File: config.mk
export PLATFORM = sky130hd
export DESIGN_NAME = aes_core_scheduler
export DESIGN_NICKNAME = d
export VERILOG_FILES = /design/src/rtl/aes_sched_pkg.sv /design/src/rtl/rr_arbiter_2.sv /design/src/rtl/aes_core_scheduler.sv
export SDC_FILE = /design/constraint.sdc
export NUM_CORES = 1
export LEC_CHECK = 0
export ABC_AREA = 0
export CAP_MARGIN = 20
export CORE_AREA = 2 2 309 311
export CTS_CLUSTER_SIZE = 24
export DETAILED_ROUTE_END_ITERATION = 10
export DIE_AREA = 0 0 311 313
export PLACE_DENSITY_LB_ADDON = 0.2
export SLEW_MARGIN = 20
export SYNTH_ARGS = -nofsm -noshare
export SYNTH_HDL_FRONTEND = slang
export SYNTH_SLANG_ARGS = --single-unit
File: constraint.sdc
create_clock -name clk -period 2.3 [get_ports clk]
set_clock_uncertainty 0.1 [all_clocks]
set_input_delay 0.345 -clock clk [delete_from_list [all_inputs] [get_ports clk]]
set_output_delay 0.345 -clock clk [all_outputs]
set_load 0.1 [all_outputs]
File: src/rtl/aes_sched_pkg.sv
// ---------------------------------------------------------------------------
// aes_sched_pkg
// Shared definitions for the AES core scheduler: default block width,
// default WAIT timeout and counter width, and the scheduler state encoding.
// No ports; imported by aes_core_scheduler and rr_arbiter_2.
// ---------------------------------------------------------------------------
package aes_sched_pkg;

    // Block width of the shared aesmodule (in/out buses).
    localparam int DEF_DATA_W  = 128;

    // Cycles spent in WAIT before the job is answered with an error.
    localparam int DEF_TIMEOUT = 64;

    // Wait counter width; 2**DEF_TCNT_W must exceed DEF_TIMEOUT.
    localparam int DEF_TCNT_W  = 7;

    // One job in flight at a time, walked through these states in order.
    typedef enum logic [2:0] {
        IDLE   = 3'd0,
        LAUNCH = 3'd1,
        BLANK  = 3'd2,
        WAIT   = 3'd3,
        RESP   = 3'd4
    } sched_state_t;

endpackage

File: src/rtl/rr_arbiter_2.sv
// ---------------------------------------------------------------------------
// rr_arbiter_2
// Two-way round-robin arbiter. The grant is combinational from the valids and
// the remembered last winner; the last-winner pointer only moves when the
// caller reports that the grant was actually taken (accept).
//
// Ports
//   clk        in   1   clock, posedge
//   reset      in   1   synchronous, active-high; last winner forced to 1
//                       so that port 0 wins the first tie
//   valid      in   2   request valids, bit N = port N
//   accept     in   1   current grant is being consumed this cycle
//   grant_any  out  1   at least one port is requesting
//   grant      out  1   index of the winning port (meaningful with grant_any)
// ---------------------------------------------------------------------------
module rr_arbiter_2
    import aes_sched_pkg::*;
(
    input  logic       clk,
    input  logic       reset,
    input  logic [1:0] valid,
    input  logic       accept,
    output logic       grant_any,
    output logic       grant
);

    logic last_grant;

    // On a tie the port that did not win last time gets the grant;
    // a lone requester always wins regardless of history.
    always_comb begin
        grant_any = |valid;
        grant     = 1'b0;
        if (valid == 2'b11) begin
            grant = ~last_grant;
        end else if (valid[1]) begin
            grant = 1'b1;
        end
    end

    // Pointer only advances on a real accept so an unserved request
    // does not lose its turn.
    always_ff @(posedge clk) begin
        if (reset) begin
            last_grant <= 1'b1;
        end else if (accept) begin
            last_grant <= grant;
        end
    end

endmodule

File: src/rtl/aes_core_scheduler.sv
// ---------------------------------------------------------------------------
// aes_core_scheduler
// Shares one aesmodule core between two requesters. A round-robin arbiter
// picks a port while idle, the winning block and direction are latched onto
// the core inputs, the core is kicked with a one-cycle pulse on its reset
// input, and the scheduler waits for the core's ready (bounded by TIMEOUT).
// The result, or zero plus an error flag on timeout, is held on the winning
// port's response bus until that port takes it.
//
// Parameters
//   DATA_W   block width, must match the core
//   TIMEOUT  cycles allowed in WAIT before an error response
//   TCNT_W   wait counter width, 2**TCNT_W > TIMEOUT
//
// Ports
//   clk, reset                 clock (posedge) and synchronous active-high reset
//   req{0,1}_valid/ready       request handshake; ready is a one-cycle accept
//   req{0,1}_data/decr         block and direction (1 = decrypt)
//   resp{0,1}_valid/ready      response handshake; valid held until ready
//   resp{0,1}_data/err         result (zero on error), err = core timed out
//   core_in/core_decr          to the core, stable from launch to capture
//   core_start                 to the core's reset input, one-cycle pulse
//   core_out/core_ready        from the core
//   busy                       a job is in progress (state not IDLE)
// ---------------------------------------------------------------------------
module aes_core_scheduler
    import aes_sched_pkg::*;
#(
    parameter int DATA_W  = DEF_DATA_W,
    parameter int TIMEOUT = DEF_TIMEOUT,
    parameter int TCNT_W  = DEF_TCNT_W
) (
    input  logic              clk,
    input  logic              reset,

    input  logic              req0_valid,
    output logic              req0_ready,
    input  logic [DATA_W-1:0] req0_data,
    input  logic              req0_decr,

    input  logic              req1_valid,
    output logic              req1_ready,
    input  logic [DATA_W-1:0] req1_data,
    input  logic              req1_decr,

    output logic              resp0_valid,
    input  logic              resp0_ready,
    output logic [DATA_W-1:0] resp0_data,
    output logic              resp0_err,

    output logic              resp1_valid,
    input  logic              resp1_ready,
    output logic [DATA_W-1:0] resp1_data,
    output logic              resp1_err,

    output logic [DATA_W-1:0] core_in,
    output logic              core_decr,
    output logic              core_start,
    input  logic [DATA_W-1:0] core_out,
    input  logic              core_ready,

    output logic              busy
);

    sched_state_t      state;
    sched_state_t      state_next;

    logic              sel;
    logic [DATA_W-1:0] res_data;
    logic              res_err;
    logic [TCNT_W-1:0] wait_cnt;

    logic [1:0]        arb_valid;
    logic              grant_any;
    logic              grant;
    logic              accept;
    logic              in_resp;
    logic              resp_hs;
    logic              timeout_hit;

    // The arbiter only ever sees requests while idle and out of reset, so a
    // valid that comes and goes during a job is never noticed, and nothing
    // can be accepted in the cycle reset is held.
    always_comb begin
        arb_valid = 2'b00;
        if ((state == IDLE) && !reset) begin
            arb_valid = {req1_valid, req0_valid};
        end
    end

    rr_arbiter_2 u_arb (
        .clk       (clk),
        .reset     (reset),
        .valid     (arb_valid),
        .accept    (accept),
        .grant_any (grant_any),
        .grant     (grant)
    );

    assign accept      = grant_any;
    assign in_resp     = (state == RESP);
    assign resp_hs     = in_resp && (sel ? resp1_ready : resp0_ready);
    assign timeout_hit = (wait_cnt == TCNT_W'(TIMEOUT - 1));

    // State register.
    always_ff @(posedge clk) begin
        if (reset) begin
            state <= IDLE;
        end else begin
            state <= state_next;
        end
    end

    // Next-state logic. BLANK exists only to let a ready left over from the
    // previous job clear before WAIT starts listening. In WAIT a ready that
    // lands on the last allowed cycle still counts as success.
    always_comb begin
        state_next = state;
        case (state)
            IDLE: begin
                if (accept) begin
                    state_next = LAUNCH;
                end
            end
            LAUNCH: begin
                state_next = BLANK;
            end
            BLANK: begin
                state_next = WAIT;
            end
            WAIT: begin
                if (core_ready || timeout_hit) begin
                    state_next = RESP;
                end
            end
            RESP: begin
                if (resp_hs) begin
                    state_next = IDLE;
                end
            end
            default: begin
                state_next = IDLE;
            end
        endcase
    end

    // Datapath registers: winner latch, core operands, wait counter and the
    // result holding register. The core operands stay put after capture
    // until the next accept overwrites them.
    always_ff @(posedge clk) begin
        if (reset) begin
            sel       <= 1'b0;
            core_in   <= '0;
            core_decr <= 1'b0;
            wait_cnt  <= '0;
            res_data  <= '0;
            res_err   <= 1'b0;
        end else begin
            case (state)
                IDLE: begin
                    if (accept) begin
                        sel       <= grant;
                        core_in   <= grant ? req1_data : req0_data;
                        core_decr <= grant ? req1_decr : req0_decr;
                    end
                end
                BLANK: begin
                    wait_cnt <= '0;
                end
                WAIT: begin
                    wait_cnt <= wait_cnt + TCNT_W'(1);
                    if (core_ready) begin
                        res_data <= core_out;
                        res_err  <= 1'b0;
                    end else if (timeout_hit) begin
                        res_data <= '0;
                        res_err  <= 1'b1;
                    end
                end
                default: begin
                end
            endcase
        end
    end

    // Request accepts are pure functions of the arbiter grant; the core kick
    // and busy flag decode straight from state.
    always_comb begin
        req0_ready = accept && !grant;
        req1_ready = accept && grant;
        core_start = (state == LAUNCH);
        busy       = (state != IDLE);
    end

    // Only the port that owns the current job ever sees a non-zero response.
    always_comb begin
        resp0_valid = in_resp && !sel;
        resp1_valid = in_resp && sel;
        resp0_data  = '0;
        resp0_err   = 1'b0;
        resp1_data  = '0;
        resp1_err   = 1'b0;
        if (resp0_valid) begin
            resp0_data = res_data;
            resp0_err  = res_err;
        end
        if (resp1_valid) begin
            resp1_data = res_data;
            resp1_err  = res_err;
        end
    end

endmodule
# Word-level counts from Yosys, hierarchy flattened
# Index checks and enable logic that the tools add are counted.
# word_totals
register_bits	270
inputBits	393
output_inout_bits	393
word_cells	56
# op_classes
n_addsub	1
eq_ne	9
muxes	19
bitwise_logic	1
n_reduce_logical	18
# op_table
operator	n
two-way mux 128 bit	5
case mux 3 bit (5 select lines)	1
case mux 7 bit (2 select lines)	1
two-way mux 3 bit	3
two-way mux 1 bit	8
adder 7 x 1 -> 7 bit (second input constant)	1
equality test 7 x 6 -> 1 bit (second input constant)	1
equality test 3 x 2 -> 1 bit (second input constant)	2
logical AND 1 bit	6
inequality test 2 bit (second input constant)	2
AND reduction 2 bit	2
nonzero test 2 bit	2
equality test 3 x 1 -> 1 bit (second input constant)	1
equality test 3 bit (second input constant)	1
zero test 1 bit	3
zero test 3 bit	1
AND reduction 3 bit	1
nonzero test 3 bit	1
equality test 2 bit (second input constant)	1
two-way mux 2 bit	1
inequality test 2 x 1 -> 1 bit (second input constant)	1
OR reduction 2 bit	1
logical OR 1 bit	1
NOT 1 bit	1

# Depth between registers and ports, before layout
# depth
word_depth	7
mapped_depth	7

# Cells and area by module
# A second synthesis with hierarchy kept.
# unflattened
cells_unflattened	1670
area_unflattened_um2	14007.2
# by_module_without_submodules
mod	n_inst	cells_each	area_each_um2
aes_core_scheduler	1	1665	13958.4
rr_arbiter_2	1	5	48.8

# Worst setup path after synthesis
# Ideal clock, no wire load.
# synth_timing
path_type	register -> output
startpoint	register state[1]
endpoint	output req0_ready
arrival_ns	4.641
required_time_ns	1.855
slack_ns	-2.786
stages_incl_launch_ff	6
cell_sequence	dfxtp_1 -> buf_2 -> nor3_4 -> inv_1 -> nor3_1 -> nor2b_1
# synth_via
elab_chain_len	7
word_cells_on_any_way	9
cone_classes	1 x eq/ne; 3 x mux; 5 x reduce/logical
# synth_rtl
element	line_no	source
start: declaration	aes_core_scheduler.sv:65	sched_state_t state;
start signal: assignment	aes_core_scheduler.sv:110	state <= state_next;
zero test 3 bit *	aes_core_scheduler.sv:86	if ((state == IDLE) && !reset) begin
logical AND 1 bit *	aes_core_scheduler.sv:86	
two-way mux 2 bit *	aes_core_scheduler.sv:86	
equality test 2 bit / two-way mux 1 bit (equally long branches)	rr_arbiter_2.sv:34, rr_arbiter_2.sv:36	
two-way mux 1 bit	rr_arbiter_2.sv:34	if (valid == 2'b11) begin
zero test 1 bit	aes_core_scheduler.sv:189	req0_ready = accept && !grant;
logical AND 1 bit *	aes_core_scheduler.sv:189	
end: declaration	aes_core_scheduler.sv:37	output logic req0_ready,
# Mark *: on every way between the ends. The rest lies on a longest branch, timed or not.

# Final worst setup path
# layout_timing
startpoint	register sel
endpoint	output resp0_data[114]
# layout_via
elab_chain_len	3
# layout_rtl
element	line_no	source
start: declaration	aes_core_scheduler.sv:68	logic sel;
start signal: assignment	aes_core_scheduler.sv:162	sel <= grant;
zero test 1 bit	aes_core_scheduler.sv:197	resp0_valid = in_resp && !sel;
logical AND 1 bit	aes_core_scheduler.sv:197	
two-way mux 128 bit	aes_core_scheduler.sv:203	if (resp0_valid) begin
end: declaration	aes_core_scheduler.sv:48	output logic [DATA_W-1:0] resp0_data,
# No other way between the ends.

==> results by group <==
Status
  – Status: complete, but fails checks
  – Failing checks: negative setup slack

Floorplanning
  – Die height: around 310 um
  – # rows: between 100 and 150
  – Io pins: between 700 and 800
  – Die width: 311 um
  – Starting density of the core: between 10% and 20%
  – Core ar.: around 94000 sq um
  – DIE AREA: 97300 sq um

Power
  – Pwr dens: between 500 and 600 nW/um^2
  – Worst IR drop on VDD: approximately 630 uV
  – Leakage: approximately 11 nW

Clocking
  – Sink Count: between 200 and 300
  – CTS clk-pin slew, worst paths: approximately 0.05 ns
  – H-tree depth: 2
  – Hold buffers post-CTS: 0
  – CTS tree: built
  – Clock latency on the worst-skew pair: 0.52 ns
  – CTS Buffer Depth: 3
  – Root buffer cell: clkbuf_16
  – CTS buffer count: 37

Hold path
  – Hold Path Class: in2reg

Routing
  – DRC: 0
  – Post-DRT Antenna Nets: 0
  – Drt wl/cell: 21.8 um
  – Vias: 17.0k
  – Final WL: about 85000 um
  – Drt first-iter violations: 845
  – Drt pass-1 iters: 5
  – Vias per std cell: 4.38

Global route
  – All-Layer GR Usage: between 10% and 20%
  – Initial antenna violation count: 33
  – Global-route wire length before repair: between 100000 and 150000 um
  – Largest net degree at the start of global routing: roughly 140
  – Number of global-route vias before repair: ~17k
  – Overflow after GRT: 0

Synthesis
  – Mapped Nets: ~2.2k
  – Yosys reg bits: between 200 and 300
  – Asr flop ratio synth: 0%
  – Yosys warns: 0
  – Yosys cell types: 43
  – Cells after Synth: roughly 1.8k
  – Number of synthesized flops with an enable pin: 0
  – Ys flop type: dfxtp_1
  – Syn Area/Cell: just under 8 sq um
  – Seq/Total Area, Yosys: 38.2%
  – Synth Cell Area: 14200 sq um

Cells and area
  – Area delta synth->final: 106%
  – Area of the multi-input gates: ~8600 sq um
  – Register Area: ~5400 sq um
  – Layout cell share with drive strength beyond 1: around 33%
  – Nets: 2984
  – Filler Cells Inserted: 9820

Timing
  – Setup_tns: -42.11 ns
  – RSZ-0062 raised after global routing: true
  – Worst slew margin: 43.3%
  – Max Slew Vio Count: 0
  – Least-Margin Pin Slew: roughly 0.85 ns
  – Post-route minimum period: between 2 and 3 ns
  – Final hold viol count: 0
  – Final Worst Setup Slack: -0.225 ns
  – Fmax: around 400 MHz
  – Setup-failing EPs final: 261
  – Final worst-path cycle share: 110%

Setup path
  – Startpoint Class: register
  – CP max FO: 8
  – Worst R2R Setup Slack: around 0.13 ns
  – Crit path top cell by count: buf_12
  – CP peak stage delay: 0.36 ns
  – Crit Path Class: reg2out
  – Required time worst endpoint: around 1.9 ns
  – Crit. End Element: output port
  – Worst path slowest cell: dfxtp_4
  – CP arrival: between 2 and 2.5 ns
  – CP bufs+invs: 4
  – Worst path cell trace: nor4b_4 -> buf_12 -> buf_16 -> clkbuf_16 -> and2_4 -> buf_12
  – Delay-heaviest family, CP: buffers and inverters

Placement
  – Port bufs: about 790
  – Post-DP HPWL: between 50000 and 60000 um
  – Gpl congestion: a little over 0.8
  – Dpl ws: -0.0353 ns

Flow run
  – MaxCap Viol Count: 0
-- cells by family after synthesis --
kind of cell | count (synthesis) | share of synthesized area [%]
buf+inv | 208 | 6.26
flops | 270 | 38.2
compound gates | 665 | 29.5
simple gates | 683 | 25.8
fa+ha+maj | 1 | 0.0884
mux | 3 | 0.212
-- final timing paths --
path / from / to / cells past startpoint
max: sel / resp0_data[114] / 6
min: reset / sel / 3
max reg2reg: state[0] / core_in[53] / 7
min reg2reg: wait_cnt[6] / wait_cnt[6] / 2
-- layer usage --
layer  GRT usage [%]  vias up  share of wire, %
met5               0        -              0.16
met1            18.1     8218                39
met2            28.3      684                51
met3            5.68      122               8.0
li1                -     7998                 -
met4            5.52       22               2.5
-- synthesized netlist by cell type (3+ instances only) --
| cell | instances | area, sq um |
|---|---|---|
| a311oi_1 | 129 | 1130 |
| a31oi_1 | 3 | 18.8 |
| nand3b_1 | 4 | 30.0 |
| nor3b_1 | 3 | 22.5 |
| and2_1 | 259 | 1620 |
| dfxtp_1 | 270 | 5410 |
| clkbuf_1 | 140 | 526 |
| a22oi_1 | 129 | 968 |
| o21ai_0 | 132 | 661 |
| buf_4 | 12 | 90.1 |
| buf_2 | 48 | 240 |
| nand2b_1 | 3 | 18.8 |
| mux2i_1 | 3 | 30.0 |
| buf_1 | 6 | 22.5 |
| nand2_1 | 264 | 991 |
| a21oi_1 | 262 | 1310 |
| nor2_1 | 3 | 11.3 |
| nor2b_1 | 131 | 820 |
-- per-stage QoR --
step | util, % | instance area (sq um) | hold slack [ns] | cells | power [mW]
global route | 31.0 | 29200 | 0.274 | 3886 | 17.0
finish | 31.0 | 29200 | 0.229 | 3888 | 16.3
global placement | 28.1 | 26500 | 0.364 | 3762 | 10.5
floorplan | - | 14500 | 0.338 | 1830 | 8.64
CTS | 30.2 | 28400 | 0.230 | 3854 | 16.5
detailed placement | 28.1 | 26500 | 0.367 | 3762 | 10.5
-- worst min-delay path: stages --
cell and delay [ns]:
buf_8 0.12, buf_12 0.20, nor2_1 0.15
-- state kept, by name, summed over array words and instances, names as in the netlist --
register and count:
sel 1, wait_cnt 7, core_decr 1, res_data 128, res_err 1, state 3
core_in 128, u_arb.last_grant 1
-- cell type report --
class                      instances  share of cell area, %
antenna                           11                 0.0943
clock buffer                      54                   3.73
clock inverter                     7                  0.291
inverter                           2                 0.0257
multi-input combinational       1352                   29.5
sequential                       270                   18.6
tap                             1265                   5.42
timing repair buffer             927                   42.4
-- cell usage in the layout (no fill, tap or decap), types with 2 or more instances in the layout --
cell / instances
clkbuf_1: 7
dfxtp_2: 2
buf_16: 8
clkbuf_16: 53
nand2_1: 264
a21oi_1: 262
and2_4: 258
nand3b_1: 4
nand2b_1: 3
nand3_1: 2
nor2_1: 2
or3_1: 2
a311oi_1: 129
nand4b_1: 2
buf_12: 310
inv_1: 2
clkinv_2: 5
a31oi_1: 3
diode_2: 11
buf_6: 8
clkbuf_8: 10
bufinv_16: 2
a22oi_1: 129
dfxtp_1: 266
o21ai_0: 132
dfxtp_4: 2
buf_4: 184
buf_8: 10
clkdlybuf4s50_1: 390
mux2i_1: 3
nor3_4: 2
nor2b_1: 130
nor3b_1: 2
-- repair_timing --
action                                 CTS  global route
buffers inserted                        21            11
cloned                                  11            18
gates resized for setup                118           202
endpoints found under the hold margin    0             0
pin swaps                               10             5
setup endpoints to repair              262           259
-- report_power, final --
part	internal [mW]	switching [mW]	total, mW
combinational	1.75	3.43	5.18
sequential	5.08	0.325	5.40
clock	3.47	2.27	5.74
No activity file was read; power rests on OpenSTA's default activity.
